[src/rtl/instr_sequencer_if.sv]
// Handshake and control bundle between the instruction sequencer and the core datapath.
// Optional perf-counter ports exist only when SEQ_PERF_CNT_EN is defined.
interface instr_sequencer_if;
  logic        start;
  logic        imem_ack;
  logic        dmem_ack;
  logic        is_ld;
  logic        is_st;
  logic        is_wb;
  logic        is_multi;
  logic        branch_taken;
  logic        imem_req;
  logic        ir_load;
  logic        dmem_req;
  logic        dmem_we;
  logic        rf_we;
  logic        pc_en;
  logic        pc_sel_branch;
  logic        retire;
  logic        busy;
  logic [2:0]  state;
`ifdef SEQ_PERF_CNT_EN
  logic [31:0] retired_cnt;
  logic [31:0] stall_cnt;
`endif

  modport slave (
    input  start, imem_ack, dmem_ack, is_ld, is_st, is_wb, is_multi, branch_taken,
    output imem_req, ir_load, dmem_req, dmem_we, rf_we, pc_en, pc_sel_branch,
    output retire, busy, state
`ifdef SEQ_PERF_CNT_EN
    , output retired_cnt, stall_cnt
`endif
  );

  modport master (
    output start, imem_ack, dmem_ack, is_ld, is_st, is_wb, is_multi, branch_taken,
    input  imem_req, ir_load, dmem_req, dmem_we, rf_we, pc_en, pc_sel_branch,
    input  retire, busy, state
`ifdef SEQ_PERF_CNT_EN
    , input retired_cnt, stall_cnt
`endif
  );
endinterface

[src/rtl/instr_sequencer.sv]
// Multi-cycle FETCH/DECODE/EXEC/MEM/WB sequencer; outputs decode the state register and inputs.
// Define SEQ_PERF_CNT_EN to add the retired/stall performance counters.
module instr_sequencer #(
  parameter int unsigned MULDIV_CYCLES = 4
) (
  input logic               clk,
  input logic               rst_n,
  instr_sequencer_if.slave  bus
);

  typedef enum logic [2:0] {
    S_IDLE   = 3'd0,
    S_FETCH  = 3'd1,
    S_DECODE = 3'd2,
    S_EXEC   = 3'd3,
    S_MEM    = 3'd4,
    S_WB     = 3'd5
  } state_t;

  localparam logic [3:0] EXEC_LAST = 4'(MULDIV_CYCLES - 1);

  state_t     state_r;
  logic [3:0] exec_cnt_r;

  logic   exec_last_s;
  logic   mem_op_s;
  logic   imem_req_s;
  logic   ir_load_s;
  logic   dmem_req_s;
  logic   dmem_we_s;
  logic   rf_we_s;
  logic   retire_s;
  state_t after_retire_s;

  // Output decode and retire detection from current state and decode flags
  always_comb begin
    imem_req_s     = 1'b0;
    ir_load_s      = 1'b0;
    dmem_req_s     = 1'b0;
    dmem_we_s      = 1'b0;
    rf_we_s        = 1'b0;
    retire_s       = 1'b0;
    mem_op_s       = bus.is_ld | bus.is_st;
    exec_last_s    = ~bus.is_multi | (exec_cnt_r == EXEC_LAST);
    after_retire_s = bus.start ? S_FETCH : S_IDLE;
    case (state_r)
      S_FETCH: begin
        imem_req_s = 1'b1;
        ir_load_s  = bus.imem_ack;
      end
      S_EXEC: begin
        retire_s = exec_last_s & ~mem_op_s & ~bus.is_wb;
      end
      S_MEM: begin
        dmem_req_s = 1'b1;
        // Load wins when both load and store flags are raised
        dmem_we_s  = bus.is_st & ~bus.is_ld;
        retire_s   = bus.dmem_ack & ~bus.is_ld;
      end
      S_WB: begin
        rf_we_s  = 1'b1;
        retire_s = 1'b1;
      end
      default: begin
        retire_s = 1'b0;
      end
    endcase
  end

  // Sequencer state machine and EXEC cycle counter
  always_ff @(posedge clk or negedge rst_n) begin
    if (!rst_n) begin
      state_r    <= S_IDLE;
      exec_cnt_r <= 4'd0;
    end else begin
      case (state_r)
        S_IDLE: begin
          state_r <= bus.start ? S_FETCH : S_IDLE;
        end
        S_FETCH: begin
          state_r <= bus.imem_ack ? S_DECODE : S_FETCH;
        end
        S_DECODE: begin
          state_r    <= S_EXEC;
          exec_cnt_r <= 4'd0;
        end
        S_EXEC: begin
          if (retire_s) begin
            state_r <= after_retire_s;
          end else if (exec_last_s) begin
            state_r <= mem_op_s ? S_MEM : S_WB;
          end else begin
            exec_cnt_r <= exec_cnt_r + 4'd1;
          end
        end
        S_MEM: begin
          if (retire_s) begin
            state_r <= after_retire_s;
          end else if (bus.dmem_ack) begin
            state_r <= S_WB;
          end else begin
            state_r <= S_MEM;
          end
        end
        S_WB: begin
          state_r <= after_retire_s;
        end
        default: begin
          state_r    <= S_IDLE;
          exec_cnt_r <= 4'd0;
        end
      endcase
    end
  end

  assign bus.imem_req      = imem_req_s;
  assign bus.ir_load       = ir_load_s;
  assign bus.dmem_req      = dmem_req_s;
  assign bus.dmem_we       = dmem_we_s;
  assign bus.rf_we         = rf_we_s;
  assign bus.pc_en         = retire_s;
  assign bus.pc_sel_branch = retire_s & bus.branch_taken;
  assign bus.retire        = retire_s;
  assign bus.busy          = (state_r != S_IDLE);
  assign bus.state         = state_r;

`ifdef SEQ_PERF_CNT_EN
  logic [31:0] retired_cnt_r;
  logic [31:0] stall_cnt_r;
  logic        stall_s;

  assign stall_s = ((state_r == S_FETCH) & ~bus.imem_ack) |
                   ((state_r == S_MEM)   & ~bus.dmem_ack);

  // Free-running wrap-around performance counters
  always_ff @(posedge clk or negedge rst_n) begin
    if (!rst_n) begin
      retired_cnt_r <= 32'd0;
      stall_cnt_r   <= 32'd0;
    end else begin
      retired_cnt_r <= retire_s ? retired_cnt_r + 32'd1 : retired_cnt_r;
      stall_cnt_r   <= stall_s  ? stall_cnt_r + 32'd1   : stall_cnt_r;
    end
  end

  assign bus.retired_cnt = retired_cnt_r;
  assign bus.stall_cnt   = stall_cnt_r;
`endif

endmodule

[src/flat_wrapper.sv]
// flat-port wrapper written by rule: the top's interface ports become plain ports
module instr_sequencer_flat 
#(
  parameter int unsigned MULDIV_CYCLES = 4
)
  (clk, rst_n, bus_start, bus_imem_ack, bus_dmem_ack, bus_is_ld, bus_is_st, bus_is_wb, bus_is_multi, bus_branch_taken, bus_imem_req, bus_ir_load, bus_dmem_req, bus_dmem_we, bus_rf_we, bus_pc_en, bus_pc_sel_branch, bus_retire, bus_busy, bus_state);
  instr_sequencer_if bus_i ();
  input logic clk;
  input logic rst_n;
  input wire logic [$bits(bus_i.start)-1:0] bus_start;
  input wire logic [$bits(bus_i.imem_ack)-1:0] bus_imem_ack;
  input wire logic [$bits(bus_i.dmem_ack)-1:0] bus_dmem_ack;
  input wire logic [$bits(bus_i.is_ld)-1:0] bus_is_ld;
  input wire logic [$bits(bus_i.is_st)-1:0] bus_is_st;
  input wire logic [$bits(bus_i.is_wb)-1:0] bus_is_wb;
  input wire logic [$bits(bus_i.is_multi)-1:0] bus_is_multi;
  input wire logic [$bits(bus_i.branch_taken)-1:0] bus_branch_taken;
  output wire logic [$bits(bus_i.imem_req)-1:0] bus_imem_req;
  output wire logic [$bits(bus_i.ir_load)-1:0] bus_ir_load;
  output wire logic [$bits(bus_i.dmem_req)-1:0] bus_dmem_req;
  output wire logic [$bits(bus_i.dmem_we)-1:0] bus_dmem_we;
  output wire logic [$bits(bus_i.rf_we)-1:0] bus_rf_we;
  output wire logic [$bits(bus_i.pc_en)-1:0] bus_pc_en;
  output wire logic [$bits(bus_i.pc_sel_branch)-1:0] bus_pc_sel_branch;
  output wire logic [$bits(bus_i.retire)-1:0] bus_retire;
  output wire logic [$bits(bus_i.busy)-1:0] bus_busy;
  output wire logic [$bits(bus_i.state)-1:0] bus_state;
  assign bus_i.start = bus_start;
  assign bus_i.imem_ack = bus_imem_ack;
  assign bus_i.dmem_ack = bus_dmem_ack;
  assign bus_i.is_ld = bus_is_ld;
  assign bus_i.is_st = bus_is_st;
  assign bus_i.is_wb = bus_is_wb;
  assign bus_i.is_multi = bus_is_multi;
  assign bus_i.branch_taken = bus_branch_taken;
  assign bus_imem_req = bus_i.imem_req;
  assign bus_ir_load = bus_i.ir_load;
  assign bus_dmem_req = bus_i.dmem_req;
  assign bus_dmem_we = bus_i.dmem_we;
  assign bus_rf_we = bus_i.rf_we;
  assign bus_pc_en = bus_i.pc_en;
  assign bus_pc_sel_branch = bus_i.pc_sel_branch;
  assign bus_retire = bus_i.retire;
  assign bus_busy = bus_i.busy;
  assign bus_state = bus_i.state;
  instr_sequencer #(.MULDIV_CYCLES(MULDIV_CYCLES)) u_core (.clk(clk), .rst_n(rst_n), .bus(bus_i));
endmodule
[config.mk]
export PLATFORM = sky130hd
export DESIGN_NAME = instr_sequencer_flat
export DESIGN_NICKNAME = d
export VERILOG_FILES = /design/src/rtl/instr_sequencer_if.sv /design/src/rtl/instr_sequencer.sv /design/src/flat_wrapper.sv
export SDC_FILE = /design/constraint.sdc
export NUM_CORES = 1
export LEC_CHECK = 0
export ABC_AREA = 0
export CAP_MARGIN = 20
export CORE_AREA = 3 3 40 42
export CTS_CLUSTER_SIZE = 28
export DETAILED_ROUTE_END_ITERATION = 12
export DIE_AREA = 0 0 43 45
export GPL_TIMING_DRIVEN = 0
export PLACE_DENSITY = 0.82
export SLEW_MARGIN = 20
export SYNTH_ARGS = -nofsm -noshare
export SYNTH_HDL_FRONTEND = slang
export SYNTH_SLANG_ARGS = --single-unit
[constraint.sdc]
create_clock -name clk -period 5.62 [get_ports clk]
set_clock_uncertainty 0.15 [all_clocks]
set_input_delay 1.124 -clock clk [delete_from_list [all_inputs] [get_ports clk]]
set_output_delay 1.124 -clock clk [all_outputs]
set_load 0.05 [all_outputs]
======== After elaboration in Yosys (flattened, before gate mapping) ========
Cells that the tools add are included.
storage, ports and cells
  bits of input ports ..................... 10
  register bits ........................... 7
cells by class
  bitwise logic cells ..................... 12
  reduce and logical (&&, ||, !) cells .... 5
  $add $sub $neg .......................... 1
  mux-type cells .......................... 17
  eq/ne operators ......................... 9
operator list
  kind                                                                      count
  3-bit one-hot mux with 5 select lines                                     1
  3-bit 2-to-1 mux                                                          3
  1-bit 2-to-1 mux                                                          8
  4-bit 2-to-1 mux                                                          2
  4-bit one-hot mux with 2 select lines                                     1
  3-bit by 2-bit equality test with 1-bit output (second input constant)    2
  3-bit equality test (second input constant)                               2
  1-bit AND                                                                 5
  1-bit inverter                                                            5
  4-bit by 1-bit adder with 4-bit output (second input constant)            1
  4-bit by 2-bit equality test with 1-bit output (second input constant)    1
  2-bit inequality test (second input constant)                             2
  4-bit OR reduction                                                        1
  3-bit by 1-bit equality test with 1-bit output (second input constant)    1
  3-bit zero test                                                           1
  3-bit by 1-bit inequality test with 1-bit output (second input constant)  1
  1-bit one-hot mux with 3 select lines                                     1
  3-bit AND reduction                                                       1
  3-bit nonzero test                                                        1
  2-bit 2-to-1 mux                                                          1
  1-bit OR                                                                  2
  2-bit OR reduction                                                        1

======== Logic depth before layout (Yosys ltp) ========
  depth in word-level cells ............... 7
  depth in mapped cells ................... 5
  mapped depth without buffers ............ 5

======== Worst setup path before layout ========
Ideal clock, no wire load.
  path type ............................... input to output
  from .................................... input port bus_is_st
  to ...................................... output port bus_pc_sel_branch
  data arrival time ....................... 2.771 ns
  path slack .............................. 1.575 ns
  cell stages on the path ................. 3
  cells stage by stage .................... or4_4 o32ai_4 and2_1
between the ends
  cells in the longest elaborated chain, start to end .. 6
RTL lines
  what                                   line                    source
  start: declaration                     flat_wrapper.sv:14      input wire logic [$bits(bus_i.is_st)-1:0] bus_is_st;
  1-bit OR                               instr_sequencer.sv:43   mem_op_s = bus.is_ld | bus.is_st;
  1-bit inverter                         instr_sequencer.sv:52   retire_s = exec_last_s & ~mem_op_s & ~bus.is_wb;
  1-bit AND (2 in a row)                 instr_sequencer.sv:52
  1-bit one-hot mux with 3 select lines  instr_sequencer.sv:46   case (state_r)
  via bus_pc_en                          flat_wrapper.sv:23      output wire logic [$bits(bus_i.pc_en)-1:0] bus_pc_en;
  1-bit AND                              instr_sequencer.sv:122  assign bus.pc_sel_branch = retire_s & bus.branch_taken;
  end: declaration                       flat_wrapper.sv:24      output wire logic [$bits(bus_i.pc_sel_branch)-1:0] bus_pc_sel_branch;
The timed path passes the listed nets, and every way through them passes these cells.

======== Final worst setup path ========
  from .................................... input port bus_is_ld
  to ...................................... output port bus_pc_sel_branch
between the ends
  cells in the longest elaborated chain, start to end .. 6
  elaborated cells on any way between the ends .. 8
  classes of those cells .................. mux: 1; bitwise: 7
RTL lines
  what                                     line                    source
  start: declaration                       flat_wrapper.sv:13      input wire logic [$bits(bus_i.is_ld)-1:0] bus_is_ld;
  1-bit OR                                 instr_sequencer.sv:43
  1-bit inverter                           instr_sequencer.sv:52
  1-bit AND (2 in a row)                   instr_sequencer.sv:52
  1-bit one-hot mux with 3 select lines *  instr_sequencer.sv:46
  1-bit AND *                              instr_sequencer.sv:122
Mark *: on every way between the ends. The rest lies on a longest branch, timed or not.

==> impl_metrics.json <==
{
  "status": "complete, no violations",
  "drt_wl_total_mm": 1.37,
  "drc": 0,
  "crit_fanout": 5,
  "yosysWarnings": 0,
  "hold_buffers": 0,
  "tns_ns": 0,
  "num-nets-final": 100,
  "max-cap-violations": 0,
  "gp_congestion": 0.805,
  "setup_viol": 0,
  "relSlewSlack_pct": 66.5,
  "crit_arrival_ns": 3.43,
  "ys_seq_area_share_pct": 33.2,
  "antenna_found_initial": 0,
  "min_path_cells": 1,
  "core_um2": 1280,
  "clk_pin_slew_ns": 0.05,
  "ys_ff_latch": 7,
  "grt_max_degree": 11,
  "drive_above_1_share_pct": 11.4,
  "required_ns": 4.35,
  "start_kind": "primary input",
  "min_from": "u_core.exec_cnt_r[3]",
  "tightest_slew_ns": 0.500,
  "vias": 581,
  "synth_edf_count": 0,
  "io_pins": 22,
  "firstDrtPassIters": 6,
  "cts_tree": "built",
  "hold_ws_ns": 0.372,
  "p_leak_nw": 0.338,
  "slew_violations": 0,
  "hp-class": "flop to flop",
  "rr_startpoint": "u_core.exec_cnt_r[0]",
  "yosys.area.top_type_share_pct": 33.2,
  "cts_max_level": 1,
  "reg2reg_to": "u_core.exec_cnt_r[1]",
  "netlist-cell-type-count": 33,
  "cts_root_buf": "clkbuf_4",
  "fmax_ghz": 0.213,
  "clockBufferDepth": 2,
  "netlist_instances": 63,
  "crit_path_end_kind": "output port",
  "overflow": 0,
  "cts_buffers": 3,
  "hold_viol_final": 0,
  "rows": 13,
  "netlist_area_um2": 528,
  "whs_endpoint": "u_core.exec_cnt_r[3]",
  "vdd_drop_max_mv": 0.285,
  "synthTopCellsByArea": "dfrtp_1 (33%), a21oi_1 (5.7%), o32ai_4 (5.2%)",
  "critical_path_class": "primary input to output port",
  "synth_top_cell_by_area": "dfrtp_1",
  "ant_nets": 0,
  "fp.dieH_um": 45,
  "grt_first_pass_wirelength_mm": 2.25,
  "synth_flop_cell": "dfrtp_1",
  "min_period_ns": 4.70,
  "grt_setup_unrepaired": "false",
  "final_common_cell": "clkdlybuf4s50_1",
  "insertion_delay_ns": 0.26,
  "first_iter_violations": 26,
  "vias_per_cell": 5.64,
  "r2r_setup_slack_ns": 3.89,
  "rr_worst_depth": 5,
  "wl_per_cell_um": 13.3,
  "synthArstFlopShare_pct": 100,
  "finalCritPeriodShare_pct": 83.7,
  "n_antenna_cell": 0,
  "area_growth_pct": 48.3,
  "initial_core_util_pct": 41.1,
  "cts_sinks": 7,
  "grt_pass1_vias": 501,
  "syn_avg_cell_area_um2": 8.38,
  "dpl.hpwl_mm": 1.08,
  "grtUsageTotal_pct": 15.8,
  "die_w_um": 43,
  "port_buffers": 21,
  "synth_nets": 74,
  "layout_common_cells": "clkdlybuf4s50_1 (21), dfrtp_1 (7), a21oi_1 (6)",
  "p_per_area_nw_per_um2": 565,
  "cts_setup_buffers": 0,
  "die_area_um2": 1940,
  "ctsResizeCount": 0
}
## worst max-delay path: stages
cell and delay [ns]:
clkdlybuf4s50_1 0.48, or4_4 0.52, o32ai_4 0.33, and2_1 0.17, clkdlybuf4s50_1 0.80
## flip-flops by register name (all words and copies together), names as in the netlist
register and flops:
u_core.bus.state 3, u_core.exec_cnt_r 4
## final cells by class
| class | count | area (um^2) |
|---|---|---|
| fillers | 120 | 502 |
| multi-input cells | 48 | 318 |
| well taps | 15 | 18.8 |
| flip-flops and latches | 7 | 175 |
| clock buffers | 4 | 26.3 |
| repair buffers | 21 | 210 |
| inverters | 5 | 18.8 |
| plain buffers | 3 | 16.3 |
## cells in the mapped netlist, drive strengths merged (2+ instances only)
cell / number
and3: 2
inv: 5
nor2: 5
nand3b: 2
nor3: 2
nand3: 2
and2: 2
dfrtp: 7
nand2: 4
buf: 2
a21oi: 6
o21ai: 6
nand2b: 3
## worst max-delay path by stage
stage / startpoint / end / slack, ns / cells past startpoint
6_report: bus_is_ld / bus_pc_sel_branch / 0.92 / 5
5_1_grt: bus_is_ld / bus_pc_sel_branch / 0.86 / 5
4_1_cts: bus_is_ld / bus_pc_sel_branch / 0.91 / 5
3_5_place_dp: bus_is_ld / bus_pc_sel_branch / 0.93 / 5
3_3_place_gp: bus_is_ld / bus_pc_sel_branch / 0.93 / 5
2_1_floorplan: bus_is_st / bus_pc_sel_branch / 1.57 / 3
## report_power, final
group | leakage [nW] | switching, mW | internal (mW) | total [mW]
combinational | 0.231 | 0.202 | 0.111 | 0.313
sequential | 0.0921 | 0.0177 | 0.0669 | 0.0846
clock | 0.0150 | 0.0182 | 0.0271 | 0.0452
total | 0.338 | 0.238 | 0.205 | 0.443
## layer usage
metal  track usage [%]  up-vias  part of all wire [%]  wire, um
li1                  -      286                     -         -
met4              7.23        0                  0.95        13
met1              19.9      266                    42       568
met5                 0        -                     0         0
met2              24.3       27                    49       673
met3              5.98        2                   8.2       112
## cells by family (layout without fill, tap and decap cells)
logic type,count (synthesis),count (layout),synth area share [%]
buffers and inverters,8,33,6.63
DFF,7,7,33.2
adders and majority gates,1,1,2.37
and+or+nand+nor,27,27,30.1
AOI/OAI and AO/OA,20,20,27.7
## metrics by stage
stage	instances	worst slack, ns	util [%]	power [mW]	area (um^2)
after detailed placement	99	0.926	58.9	0.400	757
final	103	0.917	61.0	0.443	783
after global routing	103	0.861	61.0	0.473	783
after global placement	99	0.934	58.9	0.394	757
after CTS	103	0.908	61.0	0.448	783
after floorplan	63	1.57	-	0.306	528
Power figures use the tool's default switching activity.
